===== src/rtl/te_seq_pkg.sv =====
// Shared types and constants for the multi-channel radio enable sequencer.
// Optional feature macro: TE_SEQ_LOSS_CNT_EN (per-channel lock-loss counters).
package te_seq_pkg;

    typedef enum logic [2:0] {
        ST_IDLE    = 3'd0,
        ST_SETTLE  = 3'd1,
        ST_ENABLED = 3'd2,
        ST_RX_ON   = 3'd3,
        ST_DRAIN   = 3'd4
    } te_seq_state_e;

    localparam int LOSS_CNT_W = 8;

    // Larger of two integers, used to size the shared settle/guard counter.
    function automatic int max_int(input int a, input int b);
        return (a > b) ? a : b;
    endfunction

endpackage


===== src/rtl/te_seq_chan.sv =====
// One channel of the radio enable sequencer: FSM, settle/guard counter and,
// when TE_SEQ_LOSS_CNT_EN is defined, a saturating lock-loss counter.
module te_seq_chan
    import te_seq_pkg::*;
#(
    parameter int SETTLE_CYCLES = 4,
    parameter int GUARD_CYCLES  = 2
) (
    input  logic                  ck,
    input  logic                  arst,
    input  logic                  chan_en,
    input  logic                  pll_settled,
    input  logic                  rx_req,
`ifdef TE_SEQ_LOSS_CNT_EN
    input  logic                  loss_clr,
    output logic [LOSS_CNT_W-1:0] loss_cnt,
`endif
    output logic                  radio_enable,
    output logic                  radio_rx_en,
    output logic                  lock_lost
);

    // One counter serves both SETTLE and DRAIN; it never wraps because the
    // terminal compare always leaves the state.
    localparam int CNT_W = $clog2(max_int(SETTLE_CYCLES, GUARD_CYCLES) + 1);
    localparam logic [CNT_W-1:0] SETTLE_LAST = CNT_W'(SETTLE_CYCLES);
    localparam logic [CNT_W-1:0] GUARD_LAST  = CNT_W'(GUARD_CYCLES);
    localparam logic [CNT_W-1:0] CNT_ONE     = CNT_W'(1);

    te_seq_state_e    state_q, state_d;
    logic [CNT_W-1:0] cnt_q, cnt_d;
    logic             lost_q, lost_d;

    // State, counter and lock-loss pulse registers.
    always_ff @(posedge ck) begin
        if (arst) begin
            state_q <= ST_IDLE;
            cnt_q   <= '0;
            lost_q  <= 1'b0;
        end else begin
            state_q <= state_d;
            cnt_q   <= cnt_d;
            lost_q  <= lost_d;
        end
    end

    // Next-state logic; a disabled channel drops to IDLE ahead of lock loss.
    always_comb begin
        state_d = state_q;
        cnt_d   = cnt_q;
        lost_d  = 1'b0;
        if (!chan_en) begin
            state_d = ST_IDLE;
            cnt_d   = '0;
        end else begin
            unique case (state_q)
                ST_IDLE: begin
                    if (pll_settled) begin
                        state_d = ST_SETTLE;
                        cnt_d   = CNT_ONE;
                    end
                end
                ST_SETTLE: begin
                    if (!pll_settled) begin
                        state_d = ST_IDLE;
                        cnt_d   = '0;
                    end else if (cnt_q == SETTLE_LAST) begin
                        state_d = ST_ENABLED;
                    end else begin
                        cnt_d = cnt_q + CNT_ONE;
                    end
                end
                ST_ENABLED: begin
                    if (!pll_settled) begin
                        state_d = ST_IDLE;
                        cnt_d   = '0;
                        lost_d  = 1'b1;
                    end else if (rx_req) begin
                        state_d = ST_RX_ON;
                    end
                end
                ST_RX_ON: begin
                    if (!pll_settled) begin
                        state_d = ST_IDLE;
                        cnt_d   = '0;
                        lost_d  = 1'b1;
                    end else if (!rx_req) begin
                        state_d = ST_DRAIN;
                        cnt_d   = CNT_ONE;
                    end
                end
                ST_DRAIN: begin
                    // RX request is deliberately ignored during the guard.
                    if (!pll_settled) begin
                        state_d = ST_IDLE;
                        cnt_d   = '0;
                        lost_d  = 1'b1;
                    end else if (cnt_q == GUARD_LAST) begin
                        state_d = ST_ENABLED;
                    end else begin
                        cnt_d = cnt_q + CNT_ONE;
                    end
                end
                default: begin
                    state_d = ST_IDLE;
                    cnt_d   = '0;
                end
            endcase
        end
    end

    // Outputs decode registered state only, so inputs never reach them directly.
    assign radio_enable = (state_q == ST_ENABLED) || (state_q == ST_RX_ON) ||
                          (state_q == ST_DRAIN);
    assign radio_rx_en  = (state_q == ST_RX_ON);
    assign lock_lost    = lost_q;

`ifdef TE_SEQ_LOSS_CNT_EN
    logic [LOSS_CNT_W-1:0] loss_cnt_q, loss_cnt_d;

    // Saturating count of lock-loss events; clear beats a same-edge increment.
    always_comb begin
        loss_cnt_d = loss_cnt_q;
        if (loss_clr) begin
            loss_cnt_d = '0;
        end else if (lost_d && (loss_cnt_q != {LOSS_CNT_W{1'b1}})) begin
            loss_cnt_d = loss_cnt_q + LOSS_CNT_W'(1);
        end
    end

    // Loss counter register.
    always_ff @(posedge ck) begin
        if (arst) begin
            loss_cnt_q <= '0;
        end else begin
            loss_cnt_q <= loss_cnt_d;
        end
    end

    assign loss_cnt = loss_cnt_q;
`endif

endmodule


===== src/rtl/timing_engine_seq.sv =====
// Multi-channel radio enable sequencer top: N_CH independent channel FSMs.
// Optional feature macro: TE_SEQ_LOSS_CNT_EN adds loss_clr / loss_cnt.
module timing_engine_seq
    import te_seq_pkg::*;
#(
    parameter int N_CH          = 2,
    parameter int SETTLE_CYCLES = 4,
    parameter int GUARD_CYCLES  = 2
) (
    input  logic                       ck,
    input  logic                       arst,
    input  logic [N_CH-1:0]            chan_en,
    input  logic [N_CH-1:0]            pll_settled,
    input  logic [N_CH-1:0]            t_arst_fs,
`ifdef TE_SEQ_LOSS_CNT_EN
    input  logic                       loss_clr,
    output logic [N_CH*LOSS_CNT_W-1:0] loss_cnt,
`endif
    output logic [N_CH-1:0]            radio_enable_synced,
    output logic [N_CH-1:0]            radio_rx_en_synced,
    output logic [N_CH-1:0]            lock_lost
);

    // One fully independent sequencer per channel.
    generate
        for (genvar gi = 0; gi < N_CH; gi++) begin : g_chan
            te_seq_chan #(
                .SETTLE_CYCLES (SETTLE_CYCLES),
                .GUARD_CYCLES  (GUARD_CYCLES)
            ) u_chan (
                .ck           (ck),
                .arst         (arst),
                .chan_en      (chan_en[gi]),
                .pll_settled  (pll_settled[gi]),
                .rx_req       (t_arst_fs[gi]),
`ifdef TE_SEQ_LOSS_CNT_EN
                .loss_clr     (loss_clr),
                .loss_cnt     (loss_cnt[gi*LOSS_CNT_W +: LOSS_CNT_W]),
`endif
                .radio_enable (radio_enable_synced[gi]),
                .radio_rx_en  (radio_rx_en_synced[gi]),
                .lock_lost    (lock_lost[gi])
            );
        end
    endgenerate

endmodule


===== config.mk =====
export PLATFORM = sky130hd
export DESIGN_NAME = timing_engine_seq
export DESIGN_NICKNAME = d
export VERILOG_FILES = /design/src/rtl/te_seq_pkg.sv /design/src/rtl/te_seq_chan.sv /design/src/rtl/timing_engine_seq.sv
export SDC_FILE = /design/constraint.sdc
export NUM_CORES = 1
export LEC_CHECK = 0
export CORE_ASPECT_RATIO = 0.75
export CORE_MARGIN = 2
export CORE_UTILIZATION = 50
export DETAILED_ROUTE_END_ITERATION = 12
export PLACE_DENSITY = 0.78
export SLEW_MARGIN = 20
export SYNTH_ARGS = -nofsm -noshare
export SYNTH_HDL_FRONTEND = slang
export SYNTH_SLANG_ARGS = --single-unit

===== constraint.sdc =====
create_clock -name ck -period 1.8 [get_ports ck]
set_input_delay 0.36 -clock ck [delete_from_list [all_inputs] [get_ports ck]]
set_output_delay 0.36 -clock ck [all_outputs]
set_load 0.01 [all_outputs]

### Word level (Yosys, flattened, before mapping)

Index checks and enable logic that the tools add are counted.

| storage, ports and cells | value |
|---|---|
| flip-flop bits (word level) | 14 |
| input port bits | 8 |
| output and inout port bits | 6 |

| cells by class | value |
|---|---|
| add/sub/neg operators | 2 |
| equal/unequal tests | 28 |
| mux-type cells | 38 |
| bitwise gates (word level) | 4 |
| reductions and logical operators | 16 |

Operator list:

| operator | number |
|---|---|
| 2-to-1 mux 3 bit | 32 |
| one-hot mux 3 bit (5 select lines) | 4 |
| inequality test 3 bit, second input constant | 8 |
| AND reduction 5 bit | 4 |
| == test 3 x 2 -> 1 bit, second input constant | 6 |
| == test 3 bit, second input constant | 4 |
| inequality test 3 x 2 -> 1 bit, second input constant | 4 |
| OR reduction 3 bit | 4 |
| inequality test 2 bit, second input constant | 4 |
| adder 3 x 1 -> 3 bit, second input constant | 2 |
| == test 3 x 1 -> 1 bit, second input constant | 2 |
| zero test 3 bit | 2 |
| logical OR 1 bit | 4 |
| inverter 1 bit | 4 |
| OR reduction 2 bit | 2 |
| 2-to-1 mux 1 bit | 2 |

### Depth between registers and ports, before layout

| logic depth | value |
|---|---|
| word-level depth | 4 |
| gate-level depth with buffers | 7 |
| gate-level depth less buffers | 7 |

### Modules after synthesis

From an unflattened synthesis, not the netlist that was laid out.

| second synthesis, totals | value |
|---|---|
| cells, all modules | 114 |
| area total of the unflattened synthesis | 1023.5 µm² |

By module, submodules not included:

| module | times used | cells an instance | area each (µm²) | seq. area each (µm²) |
|---|---|---|---|---|
| te_seq_chan | 2 | 57 | 511.7 | 140.1 |

### Worst setup path before layout

OpenSTA, ideal clock, no wires.

| timing path | value |
|---|---|
| kind | reg2reg |
| start point | register g_chan[0].u_chan.cnt_q[0] |
| end point | register g_chan[0].u_chan.cnt_q[1] |
| library setup time | 0.064 ns |
| arrival | 1.410 ns |
| required time | 1.736 ns |
| path slack | 0.325 ns |
| cell stages (with the launch flop) | 8 |
| buffers on the path | 0 |
| cell sequence | dfxtp_1 -> inv_1 -> ha_1 -> nand3_1 -> o22a_1 -> o22ai_2 -> mux2_2 -> nor2_1 |

| on the way | value |
|---|---|
| longest elaborated chain between the ends | 4 |

Ends and longest elaborated chain:

| what | line | text |
|---|---|---|
| start, declared | te_seq_chan.sv:31 | `logic [CNT_W-1:0] cnt_q, cnt_d;` |
| start signal, assigned | te_seq_chan.sv:42 | `cnt_q <= cnt_d;` |
| adder 3 x 1 -> 3 bit | te_seq_chan.sv:70, te_seq_chan.sv:101 |  |
| 2-to-1 mux 3 bit (on tied branches) | te_seq_chan.sv:98, te_seq_chan.sv:67 |  |
| 2-to-1 mux 3 bit (on tied branches) | te_seq_chan.sv:94, te_seq_chan.sv:64 |  |
| one-hot mux 3 bit (5 select lines) | te_seq_chan.sv:56 | `unique case (state_q)` |

Several ways; a longest one is shown, not always the timed one. The select of a mux whose other input is x is not followed.
A chain may end at the register's enable or synchronous reset.

### Worst setup path after layout

| timing path | value |
|---|---|
| start point | register g_chan[0].u_chan.state_q[0] |
| end point | output port radio_enable_synced[0] |

| on the way | value |
|---|---|
| longest elaborated chain between the ends | 3 |

Ends and longest elaborated chain:

| what | line | text |
|---|---|---|
| start, declared | te_seq_chan.sv:30 | `te_seq_state_e state_q, state_d;` |
| start signal, assigned | te_seq_chan.sv:41 | `state_q <= state_d;` |
| == test 3 x 2 -> 1 bit | te_seq_chan.sv:113 | `assign radio_enable = (state_q == ST_ENABLED) \|\| (state_q == ST_RX_ON) \|\|` |
| logical OR 1 bit | te_seq_chan.sv:113 |  |
| logical OR 1 bit (*) | te_seq_chan.sv:113 |  |
| end, declared | timing_engine_seq.sv:19 | `output logic [N_CH-1:0] radio_enable_synced,` |

Every way passes the cells marked *; elsewhere a longest branch is shown, timed or not.

==> impl_metrics.py <==
metrics = {
    "outcome": {
        "status": "finished clean",
    },
    "floorplanning": {
        "fp.dieW_um": 56.1,
        "die_h_um": 43.1,
        "ios": 14,
        "fp-row-count": 14,
        "start_util_pct": 51.9,
        "fp.coreArea_mm2": 0.00196,
        "die_area_mm2": 0.00242,
    },
    "hold_path": {
        "hold_path_end": "g_chan[0].u_chan.state_q[0]",
        "hold_depth": 1,
        "min_from": "g_chan[0].u_chan.state_q[2]",
        "holdCritPathClass": "reg -> reg",
    },
    "setup_path": {
        "worstSetupEndpointType": "output pin",
        "critPathMaxStageDelay_ps": 330,
        "reg2reg_depth": 7,
        "regToRegSetupSlack_ps": 170,
        "critPathSlowestCell": "dfxtp_2",
        "worstSetupStartpointType": "flip-flop",
        "required_ps": 1440,
        "worstSetupPathType": "reg -> out",
        "worstReg2RegStart": "g_chan[0].u_chan.cnt_q[0]",
        "r2r_end": "g_chan[0].u_chan.cnt_q[1]",
        "path_cells": "nand2b_2, nor2_1, or2_2, clkdlybuf4s15_1",
        "critPathArrivalTime_ps": 1350,
        "crit_path_max_fanout": 3,
        "cp_num_buf_inv": 1,
        "cpLargestDelayFamily": "simple AND/OR/NAND/NOR gates",
    },
    "yosys": {
        "synthTopCellsByArea": "dfxtp_1 28%, ha_1 7.4%, nand2b_1 5.5%",
        "yosysWarnings": 0,
        "syn_inst": 127,
        "muxShareOfSynthArea_pct": 4.05,
        "synth-xor-area-share_pct": 0.860,
        "synth-compound-area-share_pct": 20.0,
        "synth_fa_ha_area_share_pct": 7.37,
        "yosysTopAreaCell": "dfxtp_1",
        "synth_cell_types": 42,
        "avgSynthCellArea_um2": 8.02,
        "yosysSeqAreaShare_pct": 27.5,
        "synth_top_family_by_area": "simple AND/OR/NAND/NOR gates",
        "netlist_area_mm2": 0.00102,
        "synth_top_area_share_pct": 27.5,
        "synth_fp_nets": 141,
        "yosys.area_share.simple_pct": 28.7,
        "synth-seq-cells": 14,
    },
    "detailed_routing": {
        "drc": 0,
        "drt-pass1-iter-count": 4,
        "route.vias.total": 981,
        "drt-total-wl_um": 2210,
        "wire_per_inst_um": 13.0,
        "ant_nets": 0,
        "drtIter0Drc": 52,
        "via_per_inst": 5.77,
    },
    "clocking": {
        "cts_setup_buffers": 0,
        "ctsRootBufferMaster": "clkbuf_4",
        "clkTransAtPathRegs_ps": 90,
        "ctsHoldBuffers": 0,
        "cts_max_path_buffers": 2,
        "worstSkewPairLatency_ps": 280,
        "cts_tree": "yes",
        "htreeDepth": 1,
        "clock-sinks": 14,
        "cts_buffers": 3,
    },
    "timing": {
        "rsz0062_at_grt": "no",
        "worst_hold_slack_ps": 478,
        "setup_viol": 0,
        "max_slew_margin_pct": 72.4,
        "period_minus_slack_ps": 1710,
        "fin_ws_ps": 90.6,
        "min_period_over_period_pct": 95.0,
        "finClkSkew_ps": 7.51,
        "max_freq_mhz": 585,
        "setup-tns-final_ps": 0,
        "hold_viol_final": 0,
        "report.final.slew_viol_count": 0,
        "tightest_slew_ps": 403,
    },
    "finish": {
        "syn2layout_area_growth_pct": 22.5,
        "nNetsFinal": 161,
        "n_fill_cell": 187,
        "final_cells": 170,
        "layout-drive-gt1-share_pct": 21.9,
        "num_antenna_cells": 0,
    },
    "power": {
        "ir_worst_vdd_mv": 0.351,
        "p_leak_nw": 0.496,
        "power_density_mw_per_mm2": 525,
    },
    "placement": {
        "dp.cells": 166,
        "gp_congestion": 0.931,
        "pre_cts_slack_ps": -52.9,
        "hpwl_um": 1730,
        "numPortBuffers": 13,
    },
    "global_route": {
        "grt_overflow": 0,
        "grtUsageTotal_pct": 20.0,
        "grt_max_degree": 11,
        "antenna_found_initial": 0,
        "grt_first_pass_wirelength_um": 3820,
        "grt_pass1_vias": 885,
    },
    "flow_run": {
        "drv_cap": 0,
    },
}
[sequential cells by signal, indices dropped and copies added (netlist names)]
signal                   flops
g_chan.u_chan.lock_lost      2
g_chan.u_chan.state_q        6
g_chan.u_chan.cnt_q          6
[cell families (layout without fill, tap and decap cells)]
family,after synthesis,after routing
buffers and inverters,21,40
AOI/OAI and AO/OA,28,28
DFF,14,14
and+or+nand+nor,53,53
adders and majority gates,6,6
xor gates and xnor gates,1,1
muxes,4,4
[layer usage]
metal	part of all wire [%]	up-vias	GRT usage [%]	wire length, µm
met5	0	-	0	0
met4	0.45	0	3.81	10
met3	8.7	2	7.32	193
met2	44	42	30.1	974
met1	47	459	27.7	1030
li1	-	478	-	-
[per-stage QoR]
stage               instance area, µm²  total power, mW  util (%)
floorplan                         1020            0.386         -
global placement                  1200            0.426      61.2
detailed placement                1200            0.429      61.2
CTS                               1240            0.662      63.1
global route                      1250            0.684      63.6
finish                            1250            0.655      63.6
[repair_timing]
action	CTS	global route
resized for setup	8	3
endpoints found under the hold margin	0	0
gates cloned	0	0
setup endpoints to repair	4	2
[worst register-to-register path, delay by kind of cell, from the launching register on]
family	cells	cell delay [ps]
compound gates	2	420
mux	1	360
flops	1	320
fa+ha+maj	1	180
simple gates	2	180
buf+inv	1	110
[synthesized netlist by cell type (all sizes together)]
master,count
nand4,2
buf,12
o2111ai,1
mux2i,3
nor3b,2
nor2b,2
nand3,3
or2,1
a21oi,4
nor3,3
and3,1
mux2,1
o21ai,6
a31oi,4
a21o,1
a2111oi,2
nand4bb,1
nand2b,11
a21boi,1
o22ai,3
nand2,8
dfxtp,14
inv,9
a211oi,2
o31a,1
or3,2
nand4b,2
ha,6
nand3b,1
nor2,14
xnor2,1
a22oi,1
a311oi,1
o22a,1
[area by class of cell]
class	count	area, µm²	area share (%)
Multi-Input combinational cell	92	631	50.6
Sequential cell	14	285	22.9
Timing Repair Buffer	27	231	18.6
Clock buffer	4	36.3	2.91
Inverter	9	33.8	2.71
Tap cell	24	30.0	2.41
[placed cells by master (no fill, tap or decap), drive strengths merged, types with 3 or more instances in the layout]
cell and n:
inv 9, buf 14, o21ai 6, nand2 8, dfxtp 14, nor3 3
o22ai 3, nand3 3, a31oi 4, clkdlybuf4s50 9, mux2i 3, nor2 14
ha 6, nand2b 11, clkbuf 4, dlygate4sd2 3, a21oi 4
[how the worst max path moves through the flow]
stage                                start                        end  slack (ps)  cells after the start
2_1_floorplan    g_chan[0].u_chan.cnt_q[0]  g_chan[0].u_chan.cnt_q[1]         330                      7
3_3_place_gp                pll_settled[1]  g_chan[1].u_chan.cnt_q[1]         -40                      7
3_5_place_dp                pll_settled[1]  g_chan[1].u_chan.cnt_q[1]         -50                      5
4_1_cts        g_chan[0].u_chan.state_q[0]     radio_enable_synced[0]          20                      4
5_1_grt          g_chan[0].u_chan.cnt_q[0]  g_chan[0].u_chan.cnt_q[1]          10                      7
6_report       g_chan[0].u_chan.state_q[0]     radio_enable_synced[0]          90                      4
[power breakdown]
group          switching (mW)  internal (mW)
Clock                   0.106          0.123
Combinational          0.0532         0.0533
Sequential            0.00409          0.315
Total                   0.164          0.491
Note: power is estimated with default switching activity, not from simulation.
